==> src/rtl/spi_pkg.sv <==
// Shared definitions for the SPI transmit controller slice.
//   SPI_DATA_W  : default SPI word width
//   spi_state_e : shift FSM state encoding
package spi_pkg;

    localparam int unsigned SPI_DATA_W = 8;

    typedef enum logic {
        IDLE,
        SHIFT
    } spi_state_e;

endpackage

==> src/rtl/spi_tx_controller_if.sv <==
// Write-strobe bus feeding the SPI transmit controller.
//   interrupt : write strobe, one byte pushed per clk with interrupt=1
//   value     : byte to queue, sampled only while interrupt=1
// Modports: master drives the bus (CPU side), slave receives it (controller).
interface spi_tx_controller_if
    import spi_pkg::*;
#(
    parameter int unsigned DATA_W = SPI_DATA_W
) ();

    logic              interrupt;
    logic [DATA_W-1:0] value;

    modport master (output interrupt, output value);
    modport slave  (input  interrupt, input  value);

endinterface

==> src/rtl/spi_tx_fifo.sv <==
// Synchronous show-ahead FIFO holding bytes waiting for transmission.
//   clk, rst_n : clock, asynchronous active-low reset
//   push, din  : write request and data; dropped while full
//   pop, dout  : read request; dout always presents the head entry
//   full, empty: occupancy flags
module spi_tx_fifo #(
    parameter int unsigned DATA_W     = 8,
    parameter int unsigned FIFO_DEPTH = 8
) (
    input  logic              clk,
    input  logic              rst_n,
    input  logic              push,
    input  logic [DATA_W-1:0] din,
    input  logic              pop,
    output logic [DATA_W-1:0] dout,
    output logic              full,
    output logic              empty
);

    localparam int unsigned AW = $clog2(FIFO_DEPTH);

    logic [DATA_W-1:0] mem [FIFO_DEPTH];
    logic [AW-1:0]     wr_ptr;
    logic [AW-1:0]     rd_ptr;
    logic [AW:0]       count;
    logic              do_push;
    logic              do_pop;

    assign do_push = push && !full;
    assign do_pop  = pop && !empty;

    assign full  = (count == (AW+1)'(FIFO_DEPTH));
    assign empty = (count == '0);
    assign dout  = mem[rd_ptr];

    // Storage needs no reset: entries are only read after being written.
    always_ff @(posedge clk) begin
        if (do_push) begin
            mem[wr_ptr] <= din;
        end
    end

    // Depth is a power of two, so pointers wrap by natural overflow.
    always_ff @(posedge clk or negedge rst_n) begin
        if (!rst_n) begin
            wr_ptr <= '0;
            rd_ptr <= '0;
            count  <= '0;
        end else begin
            if (do_push) begin
                wr_ptr <= wr_ptr + 1'b1;
            end
            if (do_pop) begin
                rd_ptr <= rd_ptr + 1'b1;
            end
            case ({do_push, do_pop})
                2'b10:   count <= count + 1'b1;
                2'b01:   count <= count - 1'b1;
                default: count <= count;
            endcase
        end
    end

endmodule

==> src/rtl/spi_tx_controller.sv <==
// Byte-oriented SPI master transmitter, mode 0, MSB first.
// Bytes written over the strobe bus are queued and streamed back-to-back
// under a single ss-low window while the queue stays non-empty.
//   clk, rst_n : system clock, asynchronous active-low reset
//   spi_clk    : SCK reference (asynchronous, <= clk/3), sets the bit rate
//   bus        : write strobe bus (interrupt, value)
//   miso       : serial data from the slave, sampled on SCK rising edges
//   mosi       : serial data to the slave, changes on SCK falling edges
//   ss         : slave select, active low
//   spi_clk_o  : SCK to the slave, idles low
module spi_tx_controller
    import spi_pkg::*;
#(
    parameter int unsigned DATA_W     = SPI_DATA_W,
    parameter int unsigned FIFO_DEPTH = 8
) (
    input  logic                  clk,
    input  logic                  rst_n,
    input  logic                  spi_clk,
    spi_tx_controller_if.slave    bus,
    input  logic                  miso,
    output logic                  mosi,
    output logic                  ss,
    output logic                  spi_clk_o
);

    localparam int unsigned        CW   = (DATA_W > 1) ? $clog2(DATA_W) : 1;
    localparam logic [CW-1:0]      LAST = CW'(DATA_W - 1);

    spi_state_e        state_q;
    spi_state_e        state_d;

    logic              ref_meta;
    logic              ref_s;
    logic              ref_d;
    logic              ref_rise;
    logic              ref_fall;

    logic [DATA_W-1:0] fifo_dout;
    logic              fifo_full;
    logic              fifo_empty;

    logic              load;
    logic              shift_en;
    logic              byte_done;

    logic [DATA_W-1:0] sh_q;
    logic [DATA_W-1:0] rx_q;
    logic [DATA_W-1:0] rx_last;
    logic [CW-1:0]     bitcnt_q;
    logic              sck_q;

    spi_tx_fifo #(
        .DATA_W     (DATA_W),
        .FIFO_DEPTH (FIFO_DEPTH)
    ) u_fifo (
        .clk   (clk),
        .rst_n (rst_n),
        .push  (bus.interrupt),
        .din   (bus.value),
        .pop   (load),
        .dout  (fifo_dout),
        .full  (fifo_full),
        .empty (fifo_empty)
    );

    // 2-FF synchronizer plus one delay stage for edge detection.
    always_ff @(posedge clk or negedge rst_n) begin
        if (!rst_n) begin
            ref_meta <= 1'b0;
            ref_s    <= 1'b0;
            ref_d    <= 1'b0;
        end else begin
            ref_meta <= spi_clk;
            ref_s    <= ref_meta;
            ref_d    <= ref_s;
        end
    end

    assign ref_rise = ref_s && !ref_d;
    assign ref_fall = !ref_s && ref_d;

    // State register.
    always_ff @(posedge clk or negedge rst_n) begin
        if (!rst_n) begin
            state_q <= IDLE;
        end else begin
            state_q <= state_d;
        end
    end

    // Next-state and control decode. Empty is registered, so a push landing
    // on the same cycle as ref_fall in IDLE waits for the next ref_fall.
    always_comb begin
        state_d   = state_q;
        load      = 1'b0;
        shift_en  = 1'b0;
        byte_done = 1'b0;
        case (state_q)
            IDLE: begin
                if (ref_fall && !fifo_empty) begin
                    load    = 1'b1;
                    state_d = SHIFT;
                end
            end
            SHIFT: begin
                if (ref_fall) begin
                    if (bitcnt_q != LAST) begin
                        shift_en = 1'b1;
                    end else begin
                        byte_done = 1'b1;
                        if (!fifo_empty) begin
                            load = 1'b1;
                        end else begin
                            state_d = IDLE;
                        end
                    end
                end
            end
            default: state_d = IDLE;
        endcase
    end

    // Outputs. ss and mosi follow the state register directly so an
    // asynchronous reset forces them to idle values immediately.
    always_comb begin
        ss        = (state_q != SHIFT);
        mosi      = (state_q == SHIFT) ? sh_q[DATA_W-1] : 1'b0;
        spi_clk_o = sck_q;
    end

    // Shift datapath.
    always_ff @(posedge clk or negedge rst_n) begin
        if (!rst_n) begin
            sh_q     <= '0;
            rx_q     <= '0;
            rx_last  <= '0;
            bitcnt_q <= '0;
            sck_q    <= 1'b0;
        end else begin
            if (load) begin
                sh_q     <= fifo_dout;
                bitcnt_q <= '0;
            end else if (shift_en) begin
                sh_q     <= sh_q << 1;
                bitcnt_q <= bitcnt_q + 1'b1;
            end

            if (state_q == SHIFT) begin
                if (ref_rise) begin
                    sck_q <= 1'b1;
                    rx_q  <= {rx_q[DATA_W-2:0], miso};
                end else if (ref_fall) begin
                    sck_q <= 1'b0;
                end
            end else begin
                sck_q <= 1'b0;
            end

            if (byte_done) begin
                rx_last <= rx_q;
            end
        end
    end

endmodule

==> src/flat_wrapper.sv <==
// flat-port wrapper written by rule: the top's interface ports become plain ports
module spi_tx_controller_flat import spi_pkg::*;
#(
    parameter int unsigned DATA_W     = SPI_DATA_W,
    parameter int unsigned FIFO_DEPTH = 8
)
  (clk, rst_n, spi_clk, miso, mosi, ss, spi_clk_o, bus_interrupt, bus_value);
  spi_tx_controller_if #(.DATA_W(DATA_W)) bus_i ();
  input  logic clk;
  input  logic rst_n;
  input  logic spi_clk;
  input  logic miso;
  output logic mosi;
  output logic ss;
  output logic spi_clk_o;
  input wire logic [$bits(bus_i.interrupt)-1:0] bus_interrupt;
  input wire logic [$bits(bus_i.value)-1:0] bus_value;
  assign bus_i.interrupt = bus_interrupt;
  assign bus_i.value = bus_value;
  spi_tx_controller #(.DATA_W(DATA_W), .FIFO_DEPTH(FIFO_DEPTH)) u_core (.clk(clk), .rst_n(rst_n), .spi_clk(spi_clk), .bus(bus_i), .miso(miso), .mosi(mosi), .ss(ss), .spi_clk_o(spi_clk_o));
endmodule
==> config.mk <==
export PLATFORM = sky130hd
export DESIGN_NAME = spi_tx_controller_flat
export DESIGN_NICKNAME = d
export VERILOG_FILES = /design/src/rtl/spi_pkg.sv /design/src/rtl/spi_tx_controller_if.sv /design/src/rtl/spi_tx_fifo.sv /design/src/rtl/spi_tx_controller.sv /design/src/flat_wrapper.sv
export SDC_FILE = /design/constraint.sdc
export NUM_CORES = 1
export LEC_CHECK = 0
export BUFFER_PORTS_ARGS = -buffer_cell sky130_fd_sc_hd__buf_2
export CORE_AREA = 10 10 97 99
export CTS_BUF_LIST = sky130_fd_sc_hd__clkbuf_4 sky130_fd_sc_hd__clkbuf_8
export CTS_CLUSTER_DIAMETER = 100
export CTS_CLUSTER_SIZE = 10
export DETAILED_ROUTE_END_ITERATION = 6
export DIE_AREA = 0 0 107 109
export MAX_ROUTING_LAYER = met4
export PLACE_DENSITY_LB_ADDON = 0.15
export SLEW_MARGIN = 20
export SYNTH_ARGS = -nofsm -noshare
export SYNTH_HDL_FRONTEND = slang
export SYNTH_SLANG_ARGS = --single-unit
==> constraint.sdc <==
create_clock -name clk -period 2.3 [get_ports clk]
set_clock_uncertainty 0.05 [all_clocks]
set_input_delay 0.115 -clock clk [delete_from_list [all_inputs] [get_ports clk]]
set_output_delay 0.115 -clock clk [all_outputs]
set_load 0.02 [all_outputs]
After elaboration in Yosys (flattened, before gate mapping):

Memory sizes are Yosys's and may differ from the RTL's.
Index checks and enable logic that the tools add are counted.

* add/sub/neg operators: 5
* eq/ne operators: 5
* multiplexer cells: 22
* bitwise logic cells: 1
* reductions and logical operators: 12

Operator list (number)
* two-way mux 8 bit: 2
* two-way mux 1 bit: 15
* adder 3 x 1 -> 3 bit (second input constant): 3
* case mux 4 bit (2 select lines): 1
* two-way mux 3 bit: 2
* inequality test 3 bit (second input constant): 2
* logical AND 1 bit: 5
* adder 4 x 1 -> 4 bit (second input constant): 1
* equality test 4 bit (second input constant): 1
* zero test 1 bit: 4
* zero test 4 bit: 1
* case mux 1 bit (2 select lines): 2
* nonzero test 2 bit: 2
* subtractor 4 x 1 -> 4 bit (second input constant): 1
* equality test 2 x 1 -> 1 bit (second input constant): 1
* equality test 2 bit (second input constant): 1
* inverter 1 bit: 1

* bits in registers: 26
* bits in writable memories: 64
* input port bits: 13
* output and inout bits: 3
* logic and storage cells: 56
* memories kept: 1

Memories
* u_core.u_fifo.mem: words 8, width 8, read ports 1, clocked after Yosys merged registers in 0, write ports 1, RTL line spi_tx_fifo.sv:22 `logic [DATA_W-1:0] mem [FIFO_DEPTH];`

Longest topological paths before layout:

Gate-level depths: netlist of the first run.

* depth after elaboration: 8
* depth in mapped cells: 12
* mapped depth without buffers: 12

By module:

From an unflattened synthesis of the first run, not the netlist that was laid out.

* cells, all modules: 221
* area total of the unflattened synthesis: 3897.5 µm²

Modules (own cells, without submodules)
* spi_tx_fifo: instances 1, cells an instance 160, area each 3134.3 µm², seq. area each 2172.1 µm²
* spi_tx_controller: instances 1, cells an instance 61, area each 763.2 µm², seq. area each 400.4 µm²

Worst setup path after synthesis of the first run:

No wires, ideal clock.

* kind: reg2reg
* start point: register u_core.bitcnt_q[0]
* end point: register u_core.u_fifo.count[2]
* arrival time: 2209 ps
* slack: -88 ps
* cell stages (with the launch flop): 13
* path buffers: 0
* period minus slack after synthesis: 2388 ps
* cell sequence: dfrtp_1 ha_1 ha_1 nor2b_1 or2_1 inv_1 ha_1 xor2_1 ha_1 a21oi_1 xor2_1 nor2_1 xor2_1

* longest elaborated chain between the ends: 7

RTL lines
* start, declared: RTL line spi_tx_controller.sv:50 `logic [CW-1:0] bitcnt_q;`
* start signal, assigned: RTL line spi_tx_controller.sv:146 `bitcnt_q <= bitcnt_q + 1'b1;`
* inequality test 3 bit *: RTL line spi_tx_controller.sv:108 `if (bitcnt_q != LAST) begin`
* two-way mux 1 bit *: RTL line spi_tx_controller.sv:108
* two-way mux 1 bit *: RTL line spi_tx_controller.sv:107 `if (ref_fall) begin`
* case mux 1 bit (2 select lines) *: RTL line spi_tx_controller.sv:99 `case (state_q)`
* logical AND 1 bit *: RTL line spi_tx_fifo.sv:30 `assign do_pop = pop && !empty;`
* net u_core.u_fifo.do_pop: RTL line spi_tx_fifo.sv:27 `logic do_pop;`
* equality test 2 x 1 -> 1 bit / equality test 2 bit (equally long branches): RTL line spi_tx_fifo.sv:56 `case ({do_push, do_pop})`
* case mux 4 bit (2 select lines) / nonzero test 2 bit (equally long branches)
* end signal, assigned: RTL line spi_tx_fifo.sv:57 `2'b10: count <= count + 1'b1;`
* end signal, assigned: RTL line spi_tx_fifo.sv:58 `2'b01: count <= count - 1'b1;`
* end signal, assigned: RTL line spi_tx_fifo.sv:59 `default: count <= count;`
* end, declared: RTL line spi_tx_fifo.sv:25 `logic [AW:0] count;`

The timed path passes the listed nets; every way through them passes the cells marked *.
A chain may end at the register's enable or synchronous reset.

Worst setup path after layout of the first run:

* start point: register u_core.bitcnt_q[1]
* end point: register u_core.u_fifo.count[2]

The elaborated chain is that of the path after synthesis.

==> results of run 1 <==
logic make-up after synthesis:
family                   after synthesis
AO/OA/AOI/OAI                         25
XOR/XNOR                               9
adder cells (fa/ha/maj)                9
buffers and inverters                 13
flip-flops                            90
multiplexers                          28
AND/OR/NAND/NOR                       34
power by group through the flow:
stage	combinational [mW]	sequential (mW)	clock [mW]
after global routing	1.23	2.29	1.12
final	1.11	2.26	1.03
after detailed placement	1.08	2.28	0
after global placement	1.04	2.25	0
after CTS	1.10	2.25	1.06
after floorplan	0.835	2.19	0
per-layer routing:
layer / up-vias / GRT usage (%) / wire [um]
li1: 897 / - / -
met1: 959 / 14.3 / 2840
met2: 37 / 20.4 / 3390
met3: 16 / 2.60 / 328
met4: 0 / 5.90 / 182
met5: - / - / 0
path summary, 6_finish.rpt:
path / from / slack (ps) / cells past startpoint / endpoint
max in group asynchronous: rst_n / 1540 / 2 / u_core.u_fifo.count[1]$_DFFE_PN0P_
max: u_core.bitcnt_q[1]$_DFFE_PN0P_ / 90 / 12 / u_core.u_fifo.count[2]$_DFFE_PN0P_
max reg2reg: u_core.bitcnt_q[1]$_DFFE_PN0P_ / 90 / 12 / u_core.u_fifo.count[2]$_DFFE_PN0P_
min reg2reg: u_core.ref_meta$_DFF_PN0_ / 320 / 0 / u_core.ref_s$_DFF_PN0_
min: bus_interrupt / 180 / 4 / u_core.u_fifo.wr_ptr[2]$_DFFE_PN0P_
min in group asynchronous: rst_n / 250 / 2 / u_core.u_fifo.count[0]$_DFFE_PN0P_
registers in the layout, summed over array words and instances, names as in the netlist:
name / flops
u_core.spi_clk_o: 1
u_core.sh_q: 8
u_core.u_fifo.count: 4
u_core.u_fifo.rd_ptr: 3
u_core.u_fifo.wr_ptr: 3
u_core.ref_d: 1
u_core.bitcnt_q: 3
u_core.u_fifo.mem: 64
u_core.state_q: 1
u_core.ref_s: 1
u_core.ref_meta: 1
cell usage after synthesis:
library cell / count / area [um2]
edfxtp_1: 64 / 1920
dfrtp_1: 26 / 651
mux4_2: 16 / 360
nand2_1: 12 / 45.0
ha_1: 9 / 113
mux2i_1: 9 / 90.1
o21ai_1: 8 / 40.0
a22oi_1: 7 / 52.6
nor2_1: 6 / 22.5
nor3_1: 5 / 25.0
o21ai_0: 5 / 25.0
xnor2_1: 5 / 43.8
inv_1: 4 / 15.0
xor2_1: 4 / 35.0
and2_1: 3 / 18.8
buf_2: 3 / 15.0
mux2_2: 3 / 33.8
nand2b_1: 3 / 18.8
buf_6: 2 / 22.5
a21boi_2: 1 / 11.3
a21boi_4: 1 / 18.8
a21oi_1: 1 / 5.00
a32oi_1: 1 / 8.76
buf_1: 1 / 3.75
buf_4: 1 / 7.51
clkbuf_2: 1 / 5.00
inv_2: 1 / 3.75
nand3b_1: 1 / 7.51
nor2b_1: 1 / 6.26
nor3b_1: 1 / 7.51
nor4_1: 1 / 6.26
o41ai_4: 1 / 27.5
or2_1: 1 / 6.26
worst register-to-register path, delay by kind of cell, from the launching register on:
family / cells / cell delay (ps)
buffers and inverters: 1 / 60
xor gates and xnor gates: 3 / 430
adders and majority gates: 4 / 690
AOI/OAI and AO/OA: 1 / 130
DFF: 1 / 400
and+or+nand+nor: 3 / 330
final cells by class:
| class | instances | area (um2) | area share, % |
|---|---|---|---|
| Clock inverter | 6 | 67.6 | 1.56 |
| Tap cell | 102 | 128 | 2.95 |
| Multi-Input combinational cell | 105 | 1090 | 25.2 |
| Clock buffer | 9 | 124 | 2.86 |
| Inverter | 5 | 18.8 | 0.433 |
| Sequential cell | 90 | 2570 | 59.4 |
| Timing Repair Buffer | 45 | 328 | 7.57 |
what timing repair did:
item	in CTS	in global routing
setup buffers	0	4
endpoints found under the hold margin	91	0
hold buffers	10	0
pin swaps	0	4
setup endpoints to repair	2	2
gates resized for setup	4	9
==> run_results.csv, run 1 <==
group,metric,value,unit
outcome,run_status,"completed",
clock_tree,h-tree-depth,3,
setup_path,crit_path_top_delay_cell,"dfrtp_1",
synth,synth.mux.area_fraction,13.2,%
synth,synth.yosys.warnings,0,
detailed_routing,post_drt_wl_per_cell,18.6,um
timing,worstMarginPinSlew,662,ps
setup_path,critical_path_arrival,2400,ps
clock_tree,cts_root_buf,"clkbuf_8",
detailed_routing,dr.pass1.iters,4,
timing,maxSlewHeadroom,55.9,%
global_routing,grt_max_degree,27,
floorplan,io_pins,16,
clock_tree,numCtsBuffers,9,
min_path,hp-class,"in -> reg",
placed_design,placed_cell_area,3950,um2
timing,layout_setup_ws,88.9,ps
setup_path,worstSetupPathType,"reg -> reg",
cells_and_area,final_common_cell,"edfxtp_1",
setup_path,crit_required,2490,ps
setup_path,critPathCaptureType,"register",
power,p_leak,1.60,nW
detailed_routing,drt_iter0_drc,65,
power,peakVddDrop,0.417,mV
setup_path,crit_top_cell,"xor2_1",
placed_design,place_congestion,0.768,
timing,finalSetupTns,0,ps
timing,fin_crit_sh,96.1,%
setup_path,cp-start-kind,"register",
global_routing,grt_pass1_wl,10500,um
power,finalPower,4.40,mW
power,power.density,1020,nW/um2
synth,syn_inst,208,
synth,synth_xor_area_share,2.15,%
timing,clock.fmax,452,MHz
detailed_routing,vias_per_cell,5.27,
floorplan,core_area,7530,um2
cells_and_area,finalInstanceArea,4330,um2
placed_design,dp_hpwl,4260,um
synth,synth_compound_area_share,5.14,%
power,combPwrFrac,25.3,%
floorplan,initial_core_util,48.8,%
cells_and_area,fill_cells,608,
setup_path,cp_slowest_stage_delay,400,ps
floorplan,rows,32,
synth,synth-seq-cells,90,
global_routing,antenna_found_initial,0,
detailed_routing,ant_nets,0,
clock_tree,clk_path_buf_depth,2,
synth,yosys.area_share.simple,4.46,%
power,power.internal,3.11,mW
synth,ys_seq_area_share,70.0,%
floorplan,die_w,107,um
setup_path,crit_buf_inv,1,
synth,synth.net_count,230,
global_routing,grt_pass1_vias,1984,
clock_tree,clkSlewWorstSetupHoldPaths,90,ps
detailed_routing,wl,6740,um
power,switching_share,29.4,%
cells_and_area,area_growth,17.9,%
placed_design,port_buffers,14,
setup_path,worst_path_dominant_cell_family,"adder cells",
timing,hold_viol_final,0,
timing,final_max_slew_viol_count,0,
floorplan,die_area,11700,um2
clock_tree,clkSinkCount,90,
synth,avgSynthCellArea,17.7,um2
timing,post-route-min-period,2210,ps
cells_and_area,antenna_cells,0,
setup_path,path_cells,"ha_2 > ha_4 > nor2b_4 > or2_1 > inv_2 > ha_4 > xor2_1 > ha_2 > a21oi_2 > xor2_1 > nor2_1 > xor2_1",
global_routing,track_usage,12.4,%
detailed_routing,num_vias,1909,
timing,setup_viol,0,
cells_and_area,fin_nets,278,
setup_path,cp_max_fo,3,
synth,synth_area,3670,um2
synth,synthAdderAreaFrac,3.07,%
power,seq_power_share,51.3,%
power,p_sw,1.30,mW
cells_and_area,fin_cells,362,
detailed_routing,post-route-drc-count,0,
cells_and_area,fin_util,57.5,%
job,drv_cap,0,
cells_and_area,drive_above_1_share,31.9,%
clock_tree,clk_latency,350,ps
floorplan,die_h,109,um
cells_and_area,layout_common_cells,"64 x edfxtp_1, 25 x dfrtp_1, 21 x buf_4",
placed_design,pre_cts_ws,-79.2,ps
clock_tree,cts_tree,"done",
timing,whs,182,ps
placed_design,post-place-cells,333,
synth,synth_cell_types,33,
global_routing,gr-total-overflow,0,
power,clkPwrFrac,23.4,%
synth,synth_top_family_by_area,"multiplexers",
(Power assumes the default switching activity.)
==> run 2: changes to the inputs <==
--- a/config.mk
+++ b/config.mk
@@ -6,12 +6,14 @@
 export NUM_CORES = 1
 export LEC_CHECK = 0
 export BUFFER_PORTS_ARGS = -buffer_cell sky130_fd_sc_hd__buf_2
-export CORE_AREA = 10 10 97 99
+export CELL_PAD_IN_SITES_DETAIL_PLACEMENT = 0
+export CELL_PAD_IN_SITES_GLOBAL_PLACEMENT = 2
+export CORE_AREA = 10 10 103 105
 export CTS_BUF_LIST = sky130_fd_sc_hd__clkbuf_4 sky130_fd_sc_hd__clkbuf_8
 export CTS_CLUSTER_DIAMETER = 100
 export CTS_CLUSTER_SIZE = 10
 export DETAILED_ROUTE_END_ITERATION = 6
-export DIE_AREA = 0 0 107 109
+export DIE_AREA = 0 0 113 115
 export MAX_ROUTING_LAYER = met4
 export PLACE_DENSITY_LB_ADDON = 0.15
 export SLEW_MARGIN = 20
==> run 2 against run 1 <==
Die area grew 11%. Combinational power increased by 4%. Utilization is 6.8 points lower. Global-route usage down 1.0 points. Critical path type unchanged. Largest power group unchanged. Highest routed layer unchanged.
==> run_results.csv, run 2 (synthesis results as in run 1) <==
group,metric,value,unit
clock_tree,clkSinkCount,90,
timing,finalSetupTns,0,ps
global_routing,antenna_found_initial,0,
detailed_routing,post-route-drc-count,0,
setup_path,critPathCaptureType,"register",
global_routing,grt_max_degree,27,
global_routing,track_usage,11.4,%
floorplan,die_h,115,um
cells_and_area,antenna_cells,0,
min_path,hp-class,"in -> reg",
timing,clock.fmax,452,MHz
clock_tree,clk_path_buf_depth,2,
cells_and_area,regMostFlops,"u_core.u_fifo.mem",
clock_tree,cts_tree,"done",
setup_path,cp-start-kind,"register",
detailed_routing,ant_nets,0,
cells_and_area,finalInstanceArea,4340,um2
detailed_routing,num_vias,1907,
clock_tree,clkSlewWorstSetupHoldPaths,100,ps
power,p_leak,1.60,nW
clock_tree,h-tree-depth,3,
outcome,run_status,"completed",
cells_and_area,drive_above_1_share,32.2,%
placed_design,dp_hpwl,4350,um
detailed_routing,dr.pass1.iters,4,
placed_design,place_congestion,0.702,
floorplan,rows,34,
cells_and_area,largest_reg_flops,64,
power,finalPower,4.44,mW
floorplan,io_pins,16,
setup_path,cp_max_fo,5,
clock_tree,clk_latency,340,ps
cells_and_area,multi_input_area,1060,um2
placed_design,placed_cell_area,3980,um2
timing,maxSlewHeadroom,57.1,%
floorplan,die_area,13000,um2
timing,post-route-min-period,2210,ps
placed_design,port_buffers,14,
global_routing,gr-total-overflow,0,
detailed_routing,drt_iter0_drc,81,
setup_path,critical_path_arrival,2400,ps
timing,worstMarginPinSlew,644,ps
power,peakVddDrop,0.360,mV
timing,final_max_slew_viol_count,0,
floorplan,initial_core_util,43.0,%
timing,setup_viol,0,
detailed_routing,vias_per_cell,5.13,
cells_and_area,fin_nets,281,
cells_and_area,final_common_cell,"edfxtp_1",
setup_path,timing.reg2reg.setup_slack,90,ps
job,drv_cap,0,
power,power.density,1020,nW/um2
clock_tree,cts_root_buf,"clkbuf_8",
timing,hold_viol_final,0,
floorplan,die_w,113,um
timing,fin_crit_sh,96.2,%
setup_path,worstSetupPathType,"reg -> reg",
global_routing,grt_pass1_wl,11000,um
detailed_routing,wl,6800,um
global_routing,grt_pass1_vias,2111,
cells_and_area,largestRegisters,"u_core.u_fifo.mem: 64 flops, u_core.sh_q: 8 flops, u_core.u_fifo.count: 4 flops",
detailed_routing,post_drt_wl_per_cell,18.3,um
setup_path,crit_required,2490,ps
cells_and_area,layout_common_cells,"64 x edfxtp_1, 26 x dfrtp_1, 24 x buf_4",
floorplan,core_area,8550,um2
cells_and_area,fill_cells,722,
cells_and_area,ff_latch_area,2570,um2
clock_tree,numCtsBuffers,9,
cells_and_area,area_growth,18.1,%
run 2: cell count changes in the layout (fill, tap and decap cells not counted), sizes merged:
cell      change
buf           +3
clkbuf        +1
clkinv        -3
clkinvlp      +1
inv           +2
run 2: report_power, final:
part | internal, mW | switching, mW | leakage (nW) | total [mW]
Sequential | 2.03 | 0.190 | 0.909 | 2.22
Clock | 0.526 | 0.551 | 0.0973 | 1.08
Combinational | 0.580 | 0.566 | 0.594 | 1.15
Total | 3.14 | 1.31 | 1.60 | 4.44
run 2: metal layers:
metal	share of wire, %	wire [um]	track usage, %	vias to the layer above
li1	-	-	-	898
met1	44	3010	13.0	980
met2	52	3530	19.4	25
met3	3.2	219	2.24	4
met4	0.59	40	4.15	0
met5	0	0	-	-
run 2: worst paths after layout:
path                                               startpoint                                  end  depth (start not counted)
min in group asynchronous                               rst_n   u_core.u_fifo.count[0]$_DFFE_PN0P_                          2
setup / recovery           u_core.u_fifo.count[3]$_DFFE_PN0P_   u_core.u_fifo.count[3]$_DFFE_PN0P_                          8
setup reg to reg           u_core.u_fifo.count[3]$_DFFE_PN0P_   u_core.u_fifo.count[3]$_DFFE_PN0P_                          8
hold reg to reg                     u_core.ref_meta$_DFF_PN0_               u_core.ref_s$_DFF_PN0_                          0
hold / removal                                  bus_interrupt  u_core.u_fifo.wr_ptr[0]$_DFFE_PN0P_                          3
max in group asynchronous                               rst_n           u_core.sh_q[6]$_DFFE_PN0P_                          2
run 2: repair_timing:
item	in CTS	in global routing
endpoints found under the setup margin	2	3
gates resized for setup	0	7
setup buffers	1	3
pin swaps	0	2
hold buffers	10	0
endpoints found under the hold margin	91	0
run 2: through the flow:
stage | setup slack, ps | utilization [%] | cells | hold slack, ps
4_1_cts | 51.1 | 50.2 | 369 | 156
2_1_floorplan | 25.8 | - | 208 | -231
3_5_place_dp | -30.5 | 46.5 | 342 | 109
5_1_grt | -19.9 | 50.7 | 372 | 168
6_report | 88.0 | 50.7 | 372 | 170
3_3_place_gp | -19.4 | 46.5 | 342 | 85.3
run 2: final cells by class:
cell class,count,area share [%]
clock buffers,10,3.03
clock inverters,6,1.64
inverters,5,0.433
repair buffers,48,8.08
well taps,108,3.12
multi-input cells,105,24.4
flip-flops and latches,90,59.3
run 2: critical path, cell delays in order (launching register included):
cell     delay [ps]
dfrtp_1         460
o41ai_4         390
or2_1           190
inv_2            50
buf_4           130
ha_1            350
nor3b_1         260
a32oi_1         100
xnor2_1         130
